<file path="config.mk">
export PLATFORM = sky130hd
export DESIGN_NAME = fetch_unit_flat
export DESIGN_NICKNAME = d
export VERILOG_FILES = /design/src/rtl/fetch_unit_if.sv /design/src/rtl/fetch_unit.sv /design/src/flat_wrapper.sv
export SDC_FILE = /design/constraint.sdc
export NUM_CORES = 2
export LEC_CHECK = 0
export ABC_AREA = 1
export BUFFER_PORTS_ARGS = -buffer_cell sky130_fd_sc_hd__buf_2
export CAP_MARGIN = 10
export CORE_UTILIZATION = 41
export DETAILED_ROUTE_END_ITERATION = 16
export GPL_TIMING_DRIVEN = 0
export PLACE_DENSITY = 0.59
export SLEW_MARGIN = 20
export SYNTH_ARGS = -nofsm -noshare
export SYNTH_HDL_FRONTEND = slang
export SYNTH_SLANG_ARGS = --single-unit
export TNS_END_PERCENT = 50
</file>
<file path="constraint.sdc">
create_clock -name clk -period 2.5 [get_ports clk]
set_input_delay 0.5 -clock clk [delete_from_list [all_inputs] [get_ports clk]]
set_output_delay 0.5 -clock clk [all_outputs]
set_load 0.01 [all_outputs]
</file>
<file path="src/rtl/fetch_unit_if.sv">
// Fetch-unit bus: controller strobes, boot-loader byte stream, and status/IR fields returned to the controller.
interface fetch_unit_if #(parameter int ADDR_W = 8);
    logic              loadIR;
    logic              incPC;
    logic              loadPC;
    logic              selPC;
    logic              halt;
    logic [7:0]        regOut;
    logic              ldValid;
    logic [7:0]        ldData;
    logic              ldLast;
    logic              ldReady;
    logic              cpuRun;
    logic [ADDR_W-1:0] pc;
    logic [3:0]        opcode;
    logic [3:0]        operand;

    modport master (
        output loadIR, incPC, loadPC, selPC, halt, regOut, ldValid, ldData, ldLast,
        input  ldReady, cpuRun, pc, opcode, operand
    );

    modport slave (
        input  loadIR, incPC, loadPC, selPC, halt, regOut, ldValid, ldData, ldLast,
        output ldReady, cpuRun, pc, opcode, operand
    );
endinterface

</file>
<file path="src/rtl/fetch_unit.sv">
// Instruction fetch unit: boot-loaded program memory, PC and IR driven by the controller strobes.
// Optional breakpoint-on-fetch logic is built when FETCH_BKPT_EN is defined.
//
//   state  | meaning
//   BOOT   | accepting boot bytes into memory from address 0; controls ignored
//   RUN    | controller drives loadIR/incPC/loadPC; cpuRun=1
//   HALTED | pc and IR frozen until rst
module fetch_unit #(
    parameter int ADDR_W = 8,
    parameter int IMM_W  = 4
) (
    input  logic              clk,
    input  logic              rst,
`ifdef FETCH_BKPT_EN
    input  logic [ADDR_W-1:0] bkptAddr,
    input  logic              bkptArm,
    output logic              bkptHit,
`endif
    fetch_unit_if.slave       bus
);
    localparam int DEPTH = 2 ** ADDR_W;

    localparam logic [1:0] BOOT   = 2'd0;
    localparam logic [1:0] RUN    = 2'd1;
    localparam logic [1:0] HALTED = 2'd2;

    logic [1:0]        state;
    logic [ADDR_W-1:0] pc;
    logic [ADDR_W-1:0] ld_addr;
    logic [ADDR_W-1:0] target;
    logic [ADDR_W-1:0] reg_target;
    logic [7:0]        ir;
    logic [7:0]        mem [DEPTH];
    logic              ld_fire;
    logic              ld_done;
    logic              bkpt_stop;

    assign ld_fire = (state == BOOT) && bus.ldValid;
    assign ld_done = ld_fire && (bus.ldLast || (ld_addr == '1));

    if (ADDR_W <= 8) begin : g_reg_trunc
        assign reg_target = bus.regOut[ADDR_W-1:0];
    end else begin : g_reg_ext
        assign reg_target = {{(ADDR_W-8){1'b0}}, bus.regOut};
    end

    // Immediate target uses the IR held before this edge, not one being loaded now.
    assign target = bus.selPC ? {{(ADDR_W-IMM_W){1'b0}}, ir[IMM_W-1:0]} : reg_target;

`ifdef FETCH_BKPT_EN
    assign bkpt_stop = (state == RUN) && bus.loadIR && bkptArm && (pc == bkptAddr);

    always_ff @(posedge clk) begin
        if (rst) begin
            bkptHit <= 1'b0;
        end else if (bkpt_stop) begin
            bkptHit <= 1'b1;
        end
    end
`else
    assign bkpt_stop = 1'b0;
`endif

    // Program memory is deliberately not cleared by reset.
    always_ff @(posedge clk) begin
        if (!rst && ld_fire) begin
            mem[ld_addr] <= bus.ldData;
        end
    end

    always_ff @(posedge clk) begin
        if (rst) begin
            state   <= BOOT;
            pc      <= '0;
            ir      <= 8'h00;
            ld_addr <= '0;
        end else begin
            case (state)
                BOOT: begin
                    if (ld_fire) begin
                        ld_addr <= ld_addr + ADDR_W'(1);
                        if (ld_done) begin
                            state <= RUN;
                            pc    <= '0;
                        end
                    end
                end
                RUN: begin
                    if (bus.loadIR) begin
                        ir <= mem[pc];
                    end
                    if (bus.loadPC) begin
                        pc <= target;
                    end else if (bus.incPC) begin
                        pc <= pc + ADDR_W'(1);
                    end
                    if (bus.halt || bkpt_stop) begin
                        state <= HALTED;
                    end
                end
                HALTED: begin
                end
                default: begin
                    state <= BOOT;
                end
            endcase
        end
    end

    assign bus.ldReady = (state == BOOT);
    assign bus.cpuRun  = (state == RUN);
    assign bus.pc      = pc;
    assign bus.opcode  = ir[7:4];
    assign bus.operand = ir[3:0];
endmodule

</file>
<file path="src/flat_wrapper.sv">
// flat-port wrapper written by rule: the top's interface ports become plain ports
module fetch_unit_flat 
#(
    parameter int ADDR_W = 8,
    parameter int IMM_W  = 4
)
  (clk, rst, bus_loadIR, bus_incPC, bus_loadPC, bus_selPC, bus_halt, bus_regOut, bus_ldValid, bus_ldData, bus_ldLast, bus_ldReady, bus_cpuRun, bus_pc, bus_opcode, bus_operand);
  fetch_unit_if #(.ADDR_W(ADDR_W)) bus_i ();
  input  logic clk;
  input  logic rst;
  input wire logic [$bits(bus_i.loadIR)-1:0] bus_loadIR;
  input wire logic [$bits(bus_i.incPC)-1:0] bus_incPC;
  input wire logic [$bits(bus_i.loadPC)-1:0] bus_loadPC;
  input wire logic [$bits(bus_i.selPC)-1:0] bus_selPC;
  input wire logic [$bits(bus_i.halt)-1:0] bus_halt;
  input wire logic [$bits(bus_i.regOut)-1:0] bus_regOut;
  input wire logic [$bits(bus_i.ldValid)-1:0] bus_ldValid;
  input wire logic [$bits(bus_i.ldData)-1:0] bus_ldData;
  input wire logic [$bits(bus_i.ldLast)-1:0] bus_ldLast;
  output wire logic [$bits(bus_i.ldReady)-1:0] bus_ldReady;
  output wire logic [$bits(bus_i.cpuRun)-1:0] bus_cpuRun;
  output wire logic [$bits(bus_i.pc)-1:0] bus_pc;
  output wire logic [$bits(bus_i.opcode)-1:0] bus_opcode;
  output wire logic [$bits(bus_i.operand)-1:0] bus_operand;
  assign bus_i.loadIR = bus_loadIR;
  assign bus_i.incPC = bus_incPC;
  assign bus_i.loadPC = bus_loadPC;
  assign bus_i.selPC = bus_selPC;
  assign bus_i.halt = bus_halt;
  assign bus_i.regOut = bus_regOut;
  assign bus_i.ldValid = bus_ldValid;
  assign bus_i.ldData = bus_ldData;
  assign bus_i.ldLast = bus_ldLast;
  assign bus_ldReady = bus_i.ldReady;
  assign bus_cpuRun = bus_i.cpuRun;
  assign bus_pc = bus_i.pc;
  assign bus_opcode = bus_i.opcode;
  assign bus_operand = bus_i.operand;
  fetch_unit #(.ADDR_W(ADDR_W), .IMM_W(IMM_W)) u_core (.clk(clk), .rst(rst), .bus(bus_i));
endmodule
</file>
==> summary.md <==
| Metric | Value |
|---|---|
| Clock latency at the later pin of the worst-skew pair | 920 ps |
| Worst min-delay path class | input pin to flip-flop |
| Placed instance count | 9997 |
| Fmax | 355 MHz |
| Combinational family with the most area after synthesis | simple AND/OR/NAND/NOR gates |
| Peak supply drop | approximately 0.75 mV |
| Count of endpoints failing setup in the final report | 325 |
| Synth top area cells | sky130_fd_sc_hd__edfxtp_1 (72%), sky130_fd_sc_hd__nand3_1 (11%), sky130_fd_sc_hd__nand2_1 (9.0%), sky130_fd_sc_hd__nor2_1 (1.7%), sky130_fd_sc_hd__buf_2 (1.6%) |
| Pin count of the biggest net entering global routing | 136 |
| Area delta synth->final | 24.8% |
| Data required time of the worst path | between 3000 and 4000 ps |
| Average detailed-routed wire length per instance | 35.4 µm |
| DRC viols | 0 |
| Cell type group with the largest total delay on the critical path | simple AND/OR/NAND/NOR gates |
| Num rows | roughly 170 |
| Minimum clock period after layout | ~2800 ps |
| Global-route met1 utilization | between 40% and 50% |
| Slew Limit Fails | 0 |
| Share of the synthesized area in compound gates (AO/OA/AOI/OAI) | 0.797% |
| Synth top area share | 72.3% |
| Number of synthesized register bits | ~2100 |
| Met3 usage | 10.0% |
| Max-slew headroom at the worst pin | 4.76% |
| Total Routing Usage GR | ~35% |
| PortBufs | 41 |
| Depth of the CTS H-tree | 4 |
| CP peak stage delay | between 800 and 900 ps |
| Share of the clock period used by the worst path after layout | 113% |
| Critical-path cell list | nand2_1, nor2_1, inv_1, clkbuf_1, nor2_2 |
| Violated checks | negative setup slack |
| Synth cell types | 35 |
| Hold path startpoint | bus_regOut[4] |
| Post-synthesis instance area | 85100 µm² |
| Depth of the worst register-to-register path | 5 |
| Number of primary I/O pins | 43 |
| Final worst setup slack | -316 ps |
| Via count of the first global-routing pass | slightly below 60000 |
| Category of the most critical setup path | flip-flop to flip-flop |
| Final weighted congestion in routability-driven placement | 1.03 |
| Number of standard cells in the final layout excluding fillers | roughly 11000 |
| Clock edge transition at the registers on the reported setup and hold paths | roughly 70 ps |
| Adder-cell share of the synthesized area | less than 1% |
| Mux share of post-synthesis cell area | 0% |
| Cells after synthesis | 7244 |
| Depth of the critical timing path with buffers and inverters included | 5 |
| Area share of and/or/nand/nor cells after synthesis | 22.4% |
| Clock Path Buffers | 3 |
| Area taken by flip-flops and latches | ~62000 µm² |
| Number of clock buffers inserted by TritonCTS | 212 |
| Number of fillers in the final layout | 17300 |
| Power density relative to cell area | roughly 730 nW/µm² |
| Yosys top cell by area | sky130_fd_sc_hd__edfxtp_1 |
| Clock tree from TritonCTS | done |
| First-pass iteration count of the detailed router | 7 |
| Crit end category | flip-flop |
| Antenna-violating nets left | 0 |
| Layout net count | 7711 |
| Synth Area in XOR/XNOR | 0.0103% |
| Count of final hold-check violations | 0 |
| Wire length of the first global-routing pass | 493 mm |
| Root cell of the clock tree | sky130_fd_sc_hd__clkbuf_16 |
| Number of vias after detailed routing | 65300 |
| Average vias per placed instance | approximately 6.2 |
| Area used by multi-input combinational logic | 24600 µm² |
| Unrepaired setup endpoints after global routing | true |
| Setup WS pre-CTS | -1770 ps |
| Launch point of the worst path | u_core.ld_addr[4] |
| Largest driver fanout on the critical path | 10 |
| Met2 usage | 50.6% |
| Leakage dissipation | between 0.03 and 0.04 µW |
| First DRT Iteration DRCs | between 10000 and 15000 |
| Primary flip-flop cell chosen by synthesis mapping | sky130_fd_sc_hd__edfxtp_1 |
| Post-Synthesis Net Count | 7274 |
| Post-synth EDFFs | 2048 |
| Core area | 205000 µm² |
| Status | complete, but fails checks |
| Warnings from Yosys | 0 |
| Overall die height | roughly 460 µm |
| Largest clock skew in the final design | 51.4 ps |
| Max stage delay cell, worst path | sky130_fd_sc_hd__nor2_2 |
| Share of async-settable or async-resettable flops after synthesis | 0% |
| Routed wire length | 373 mm |
| Share of post-route cells with drive strength above 1 | between 20% and 30% |
| HPWL reported at the end of detailed placement | 255 mm |
| Syn_area_per_cell | between 10 and 15 µm² |
| Max Cap Viol | 0 |
| Global routing's busiest layer | met2 |
| Setup TNS | -28010 ps |
| Slew of the pin with the lowest slew margin | 1430 ps |
| Initial antenna violation count | 18 |
| RR Startpoint | u_core.ld_addr[4] |
| Horizontal die dimension | 458 µm |
| Global route total overflow | 0 |
| Setup crit start kind | flip-flop |
| Overall die area | 209000 µm² |
| Clk sink count | between 2000 and 2500 |
| Number of stages on the worst hold path | 3 |
| Starting utilization of the core area | 41.4% |
| Part of the Yosys area used for sequential elements | 72.9% |
| Critical path buffer and inverter count | 2 |
| Worst Path Arrival | roughly 3300 ps |
-- final cells by class --
cell class | count | share of cell area [%]
repair buffers | 225 | 3.19
clock inverters | 114 | 1.06
flip-flops and latches | 2074 | 58.4
well taps | 2688 | 3.17
repair inverters | 1 | 0.0106
clock buffers | 270 | 5.24
diodes | 8 | 0.0189
multi-input cells | 4529 | 23.2
plain buffers | 487 | 5.12
inverters | 151 | 0.590
-- state kept, by name, summed over array words and instances, names as in the netlist --
| register | cells |
|---|---|
| u_core.ir | 8 |
| u_core.ld_addr | 8 |
| u_core.mem | 2048 |
| u_core.bus.pc | 8 |
| u_core.state | 2 |
-- path summary, 6_finish.rpt --
kind / end / slack (ps)
hold / removal: u_core.bus.pc[4] / 40
setup reg to reg: u_core.mem[49][3] / -320
hold reg to reg: u_core.ir[4] / 550
setup / recovery: u_core.mem[49][3] / -320
-- cells by family after synthesis --
kind of cell,after synthesis
adders and majority gates,5
DFF,2074
AOI/OAI and AO/OA,116
buffers and inverters,641
and+or+nand+nor,4407
xor gates and xnor gates,1
-- power breakdown --
part,switching [µW],internal [µW]
clock network,14300,17200
registers,37.9,38200
logic,5540,2140
total,19900,57600
-- cells in the final DEF (no fill, tap or decap), types with 135 or more instances in the layout --
cell / instances
sky130_fd_sc_hd__nand3_4: 135
sky130_fd_sc_hd__nand2_1: 2028
sky130_fd_sc_hd__inv_1: 140
sky130_fd_sc_hd__clkbuf_16: 226
sky130_fd_sc_hd__nand3_2: 280
sky130_fd_sc_hd__buf_6: 145
sky130_fd_sc_hd__edfxtp_1: 2048
sky130_fd_sc_hd__buf_4: 159
sky130_fd_sc_hd__nor2_4: 191
sky130_fd_sc_hd__nand3_1: 1538
-- per-layer routing --
metal | part of all wire (%) | vias up | wire length, µm
li1 | - | 26600 | -
met5 | 0.017 | - | 63
met3 | 14 | 1012 | 52200
met2 | 43 | 5411 | 160000
met4 | 7.0 | 8 | 26000
met1 | 36 | 32300 | 135000
-- metrics by stage --
step / cell area, µm² / total power [µW] / hold WS (ps) / util (%)
final: 106000 / 77400 / 37.9 / 51.7
after floorplan: 85100 / 41600 / 479 / -
after global placement: 88600 / 45000 / 509 / 43.2
after global routing: 106000 / 78600 / 38.8 / 51.7
after detailed placement: 89400 / 45000 / 526 / 43.5
after CTS: 102000 / 76300 / 14.7 / 49.9
-- cell usage after synthesis, drive strengths merged, types with 6 or more instances --
cell	n
a21oi	18
buf	411
clkbuf	79
dfxtp	26
edfxtp	2048
inv	146
nand2	2046
nand3	1953
nor2	377
nor3	9
o211ai	22
o21a	6
o21ai	59
or2	18
-- worst reg2reg max path, cell delays in order (launching register included) --
cell and delay, ps:
sky130_fd_sc_hd__dfxtp_1 400, sky130_fd_sc_hd__nand2_1 210, sky130_fd_sc_hd__nor2_1 420, sky130_fd_sc_hd__inv_1 160
sky130_fd_sc_hd__clkbuf_1 420, sky130_fd_sc_hd__nor2_2 810
-- repair_timing --
| action | in CTS | in global routing |
|---|---|---|
| setup buffers | 89 | 53 |
| gates cloned | 4 | 11 |
| pin swaps | 80 | 109 |
| hold buffers | 4 | 0 |
| endpoints found under the hold margin | 50 | 0 |
| endpoints found under the setup margin | 2063 | 1501 |
| gates resized for setup | 1319 | 557 |
(Power assumes the default switching activity.)
